`config.mk`:
```
export PLATFORM = sky130hd
export DESIGN_NAME = data_mem_ctrl_flat
export DESIGN_NICKNAME = d
export VERILOG_FILES = /design/src/rtl/data_mem_ctrl_if.sv /design/src/rtl/data_mem_ctrl.sv /design/src/flat_wrapper.sv
export SDC_FILE = /design/constraint.sdc
export NUM_CORES = 2
export LEC_CHECK = 0
export BUFFER_PORTS_ARGS = -buffer_cell sky130_fd_sc_hd__buf_4
export CAP_MARGIN = 30
export CORE_MARGIN = 2
export CORE_UTILIZATION = 65
export DETAILED_ROUTE_END_ITERATION = 16
export PLACE_DENSITY = 0.78
export SYNTH_ARGS = -nofsm -noshare
export SYNTH_HDL_FRONTEND = slang
export SYNTH_SLANG_ARGS = --single-unit
```
`constraint.sdc`:
```
create_clock -name CLK -period 9.2 [get_ports CLK]
set_clock_uncertainty 0.1 [all_clocks]
set_input_delay 0.92 -clock CLK [delete_from_list [all_inputs] [get_ports CLK]]
set_output_delay 0.92 -clock CLK [all_outputs]
set_load 0.01 [all_outputs]
```
`src/rtl/data_mem_ctrl_if.sv`:
```
// Request/response bundle for the load/store data memory.
// ParityErr exists only when DATA_MEM_PARITY_EN is defined.
interface data_mem_ctrl_if #(
  parameter int DATA_W = 8,
  parameter int ADDR_W = 8
);
  logic              Req;
  logic              WriteMem;
  logic [ADDR_W-1:0] Address;
  logic [DATA_W-1:0] WriteData;
  logic              Ready;
  logic              Busy;
  logic              ReadValid;
  logic [DATA_W-1:0] MemOut;
`ifdef DATA_MEM_PARITY_EN
  logic              ParityErr;
`endif

  modport master (
    output Req, WriteMem, Address, WriteData,
    input  Ready, Busy, ReadValid, MemOut
`ifdef DATA_MEM_PARITY_EN
    , input ParityErr
`endif
  );

  modport slave (
    input  Req, WriteMem, Address, WriteData,
    output Ready, Busy, ReadValid, MemOut
`ifdef DATA_MEM_PARITY_EN
    , output ParityErr
`endif
  );
endinterface

```
`src/rtl/data_mem_ctrl.sv`:
```
// Data memory with 1-cycle registered reads and optional post-reset clear.
// Define DATA_MEM_PARITY_EN to add per-word even parity and ParityErr.
module data_mem_ctrl #(
  parameter int DATA_W         = 8,
  parameter int ADDR_W         = 8,
  parameter bit CLEAR_ON_RESET = 1'b1
) (
  input logic           CLK,
  input logic           RST_N,
  data_mem_ctrl_if.slave bus
);
  localparam int DEPTH = 1 << ADDR_W;
  localparam logic [0:0] ST_CLEAR = 1'b0;
  localparam logic [0:0] ST_RUN   = 1'b1;
  localparam logic [0:0] ST_RST   =
    CLEAR_ON_RESET ? ST_CLEAR : ST_RUN;

  logic [0:0]        state_q, state_d;
  logic [ADDR_W-1:0] cnt_q, cnt_d;
  logic              ready_q, busy_q, rvalid_q;
  logic [DATA_W-1:0] mout_q, mout_d;
  logic [DATA_W-1:0] mem_q [DEPTH];

  logic              clearing, rd_acc, wr_acc, wr_en;
  logic [ADDR_W-1:0] wr_addr;
  logic [DATA_W-1:0] wr_data, rd_word;

  always_comb begin
    clearing = (state_q == ST_CLEAR);
    rd_acc   = ready_q & bus.Req & ~bus.WriteMem;
    wr_acc   = ready_q & bus.Req & bus.WriteMem;
    state_d  = state_q;
    cnt_d    = cnt_q;
    if (clearing) begin
      cnt_d = cnt_q + 1'b1;
      if (&cnt_q) state_d = ST_RUN;
    end
    rd_word = mem_q[bus.Address];
    mout_d  = rd_acc ? rd_word : mout_q;
    wr_en   = clearing | wr_acc;
    wr_addr = clearing ? cnt_q : bus.Address;
    wr_data = clearing ? '0 : bus.WriteData;
  end

  // Ready/Busy are registered decodes of the next state
  always_ff @(posedge CLK or negedge RST_N) begin
    if (!RST_N) begin
      state_q  <= ST_RST;
      cnt_q    <= '0;
      ready_q  <= 1'b0;
      busy_q   <= CLEAR_ON_RESET;
      rvalid_q <= 1'b0;
      mout_q   <= '0;
    end else begin
      state_q  <= state_d;
      cnt_q    <= cnt_d;
      ready_q  <= (state_d == ST_RUN);
      busy_q   <= (state_d == ST_CLEAR);
      rvalid_q <= rd_acc;
      mout_q   <= mout_d;
    end
  end

  always_ff @(posedge CLK) begin
    if (wr_en) mem_q[wr_addr] <= wr_data;
  end

  assign bus.Ready     = ready_q;
  assign bus.Busy      = busy_q;
  assign bus.ReadValid = rvalid_q;
  assign bus.MemOut    = mout_q;

`ifdef DATA_MEM_PARITY_EN
  logic par_q [DEPTH];
  logic perr_q, perr_d, wr_par;

  always_comb begin
    wr_par = clearing ? 1'b0 : ^bus.WriteData;
    perr_d = rd_acc &
      ((^rd_word) != par_q[bus.Address]);
  end

  always_ff @(posedge CLK or negedge RST_N) begin
    if (!RST_N) perr_q <= 1'b0;
    else        perr_q <= perr_d;
  end

  always_ff @(posedge CLK) begin
    if (wr_en) par_q[wr_addr] <= wr_par;
  end

  assign bus.ParityErr = perr_q;
`endif
endmodule

```
`src/flat_wrapper.sv`:
```
// flat-port wrapper written by rule: the top's interface ports become plain ports
module data_mem_ctrl_flat 
#(
  parameter int DATA_W         = 8,
  parameter int ADDR_W         = 8,
  parameter bit CLEAR_ON_RESET = 1'b1
)
  (CLK, RST_N, bus_Req, bus_WriteMem, bus_Address, bus_WriteData, bus_Ready, bus_Busy, bus_ReadValid, bus_MemOut);
  data_mem_ctrl_if #(.DATA_W(DATA_W), .ADDR_W(ADDR_W)) bus_i ();
  input logic CLK;
  input logic RST_N;
  input wire logic [$bits(bus_i.Req)-1:0] bus_Req;
  input wire logic [$bits(bus_i.WriteMem)-1:0] bus_WriteMem;
  input wire logic [$bits(bus_i.Address)-1:0] bus_Address;
  input wire logic [$bits(bus_i.WriteData)-1:0] bus_WriteData;
  output wire logic [$bits(bus_i.Ready)-1:0] bus_Ready;
  output wire logic [$bits(bus_i.Busy)-1:0] bus_Busy;
  output wire logic [$bits(bus_i.ReadValid)-1:0] bus_ReadValid;
  output wire logic [$bits(bus_i.MemOut)-1:0] bus_MemOut;
  assign bus_i.Req = bus_Req;
  assign bus_i.WriteMem = bus_WriteMem;
  assign bus_i.Address = bus_Address;
  assign bus_i.WriteData = bus_WriteData;
  assign bus_Ready = bus_i.Ready;
  assign bus_Busy = bus_i.Busy;
  assign bus_ReadValid = bus_i.ReadValid;
  assign bus_MemOut = bus_i.MemOut;
  data_mem_ctrl #(.DATA_W(DATA_W), .ADDR_W(ADDR_W), .CLEAR_ON_RESET(CLEAR_ON_RESET)) u_core (.CLK(CLK), .RST_N(RST_N), .bus(bus_i));
endmodule
```
==> metrics.txt <==
status=finished, final reports clean; Final setup viols=0; fin crit share=0.5115; syn_nets=4118; Inserted Clock Buffers=193; worst rel slew slack=0.2459; Mapped Avg Cell Area=19.91 sq um; Synth Area in XOR/XNOR=0.0007515; sequential-to-total area share from yosys stat=0.7597; dpl ws=3.818 ns; WL/cell=34.28 microns; Core ar.=124100 sq um; max cap viols=0; initial antenna violation count=7; average vias per placed instance=7.172; Cell Rows=129; CTS Sinks=2067; global-route wire length before repair=293300 microns; Initial Util=0.6573; RSZ-0062 raised after global routing=no; leakage=0.02368 uW; Detailed Routing Iterations Pass 1=8; mux cell area share after synthesis=0.1484; GRT Residual Overflow=0; PortBufs=30; Max VDD drop=0.1662 mV; Tmin final=4.705 ns; Synth Cell Area=81580 sq um; area delta synth->final=9.649%; number of synthesized flops with an enable pin=2048; number of remaining DRC errors=0; share of flip-flops with an asynchronous set or reset=0.009192; Synth Area in Simple Gates=0.02587; reg2reg path depth=8; post-synth cell types=65; number of synthesized register bits=2067; CP Launch Type=input pin; adder-cell share of the synthesized area=0.0001534; worst r2r dst=u_core.bus.MemOut[7]; FMAX=0.2125 GHz; main combinational cell family by area after synthesis=multiplexers; Skew-Pair Late Insertion Delay=0.84 ns; NumNets Final=4196; largest net degree at the start of global routing=197; ys flop type=edfxtp_1; Root Buffer=clkbuf_16; num ports=31; Slew Viols, Final=0; final setup margin=4.495 ns; htree depth=4; layout cells sized above 1=0.1736; critical path peak fanout=114; Total Wirelength=204900 microns; pwr/cell area=207.9 nW/um^2; DIE HEIGHT=358.3 microns; Fill cells=6857; Setup CP Type=input pin to flip-flop; Syn. warnings=0; Clock Pin Slew Worst Setup and Hold Paths=0.06 ns; worst r2r src=u_core.state_q; final hold violation count=0; Post-Syn Instances=4097; Die Width=358.3 microns; CTS tree=done; vias=42.88k; CP endpoint kind=flip-flop; reg2reg setup slack=5.00 ns; Min-Delay Path Class=input pin to async pin; WP data arrival=5.29 ns; number of global-route vias before repair=41.77k; Worst-Margin Slew=1.122 ns; CP Data Required Time=9.78 ns; Compound-Gate Fraction of Synth Area=0.04282; Tot GR Track Use=0.3223; setup_tns=0 ns; Post-CTS Resized=0; DP Wirelength=122500 microns; Placer Congestion=0.9213; CTS Buffer Depth=3; Die Footprint=128400 sq um; Post-DRT Antenna Nets=0; DR iter-0 viols=6949
[kinds of logic after synthesis]
family          Yosys count
flops                  2067
mux                     789
compound gates          490
simple gates            485
buf+inv                 258
xor+xnor                  7
fa+ha+maj                 1
[routing by layer]
metal | part of all wire | GRT usage | vias to the layer above
met4 | 0.046 | 0.1325 | 12
met1 | 0.36 | 0.4504 | 21990
met5 | 0.00049 | 0 | -
li1 | - | - | 17140
met3 | 0.13 | 0.09102 | 546
met2 | 0.46 | 0.4878 | 3191
[metrics by stage]
stage | hold WS, ns | util | power (uW) | cell area, sq um | cells
after CTS | 0.3866 | 0.7186 | 18590 | 89200 | 5962
final | 0.4261 | 0.7207 | 18600 | 89450 | 5979
after global placement | 0.4087 | 0.6665 | 10830 | 82720 | 5585
after global routing | 0.4550 | 0.7206 | 18980 | 89440 | 5975
after floorplan | 0.3915 | - | 10730 | 81580 | 4097
after detailed placement | 0.4277 | 0.6679 | 10840 | 82900 | 5603
[how the worst max path moves through the flow]
stage	from	end	slack (ns)
after floorplan	u_core.state_q	u_core.mem_q[0][6]	3.71
after global placement	bus_Address[4]	u_core.bus.MemOut[4]	3.28
after detailed placement	bus_Address[1]	u_core.bus.MemOut[5]	3.82
after CTS	bus_Address[1]	u_core.bus.MemOut[5]	4.68
after global routing	bus_Address[1]	u_core.bus.MemOut[5]	4.46
final	bus_Address[1]	u_core.bus.MemOut[5]	4.49
[sequential cells by signal (all words and copies together) (netlist names)]
name                  cells
u_core.bus.MemOut         8
u_core.cnt_q              8
u_core.state_q            1
u_core.bus.ReadValid      1
u_core.mem_q           2048
u_core.bus.Busy           1
[synthesized netlist by cell type, types with 10 or more instances]
cell type | n | share of area
nand2_1 | 97 | 0.0045
o22ai_1 | 134 | 0.010
o221ai_1 | 64 | 0.0069
nor2_1 | 267 | 0.012
and2_1 | 18 | 0.0014
a21oi_1 | 56 | 0.0034
buf_4 | 15 | 0.0014
buf_12 | 11 | 0.0027
mux2i_1 | 404 | 0.050
clkbuf_1 | 97 | 0.0045
a211oi_1 | 50 | 0.0046
o21ai_0 | 53 | 0.0033
edfxtp_1 | 2048 | 0.75
a22oi_1 | 13 | 0.0012
clkbuf_8 | 10 | 0.0017
nor3_1 | 19 | 0.0012
buf_8 | 20 | 0.0037
nand3_1 | 25 | 0.0015
a2111oi_0 | 21 | 0.0023
buf_2 | 64 | 0.0039
mux2_2 | 81 | 0.011
mux4_2 | 223 | 0.062
buf_6 | 27 | 0.0037
o211ai_1 | 11 | 0.0010
dfrtp_1 | 18 | 0.0055
a221oi_1 | 45 | 0.0048
mux4_1 | 81 | 0.026
[area by class of cell]
class                      instances  area [sq um]  area share
multi-input combinational       1772         17840      0.1994
clock buffer                     240          5049     0.05644
tap                             1637          2048     0.02290
sequential                      2067         61980      0.6928
inverter                           6         25.02   0.0002798
clock inverter                   118          1234     0.01379
timing repair buffer             135          1271     0.01421
antenna                            4         10.01   0.0001119
[cell usage in the layout (no fill, tap or decap), types with 56 or more instances in the layout]
master,Yosys,layout
edfxtp_1,2048,2048
mux2i_1,404,404
nor2_1,267,266
mux4_2,223,223
clkbuf_16,0,195
o22ai_1,134,134
buf_4,15,109
nand2_1,97,97
mux2_2,81,81
mux4_1,81,81
o221ai_1,64,64
a21oi_1,56,56
[critical path, stage by stage]
cell and delay [ns]:
buf_8 0.37, buf_4 0.82, buf_12 0.49, mux4_2 0.42
mux2_2 0.36, a2111oi_0 0.62, a21oi_1 0.11, nand4_1 0.47
o221ai_1 0.21
[where the power goes]
group	switching, uW	internal [uW]
Clock	3500	4450
Sequential	0	10200
Combinational	306	157
[what timing repair did]
action,4_1_cts,5_1_grt
hold buffers,1,0
setup buffers,0,0
endpoints found under the hold margin,18,0
No activity file was read; power rests on OpenSTA's default activity.
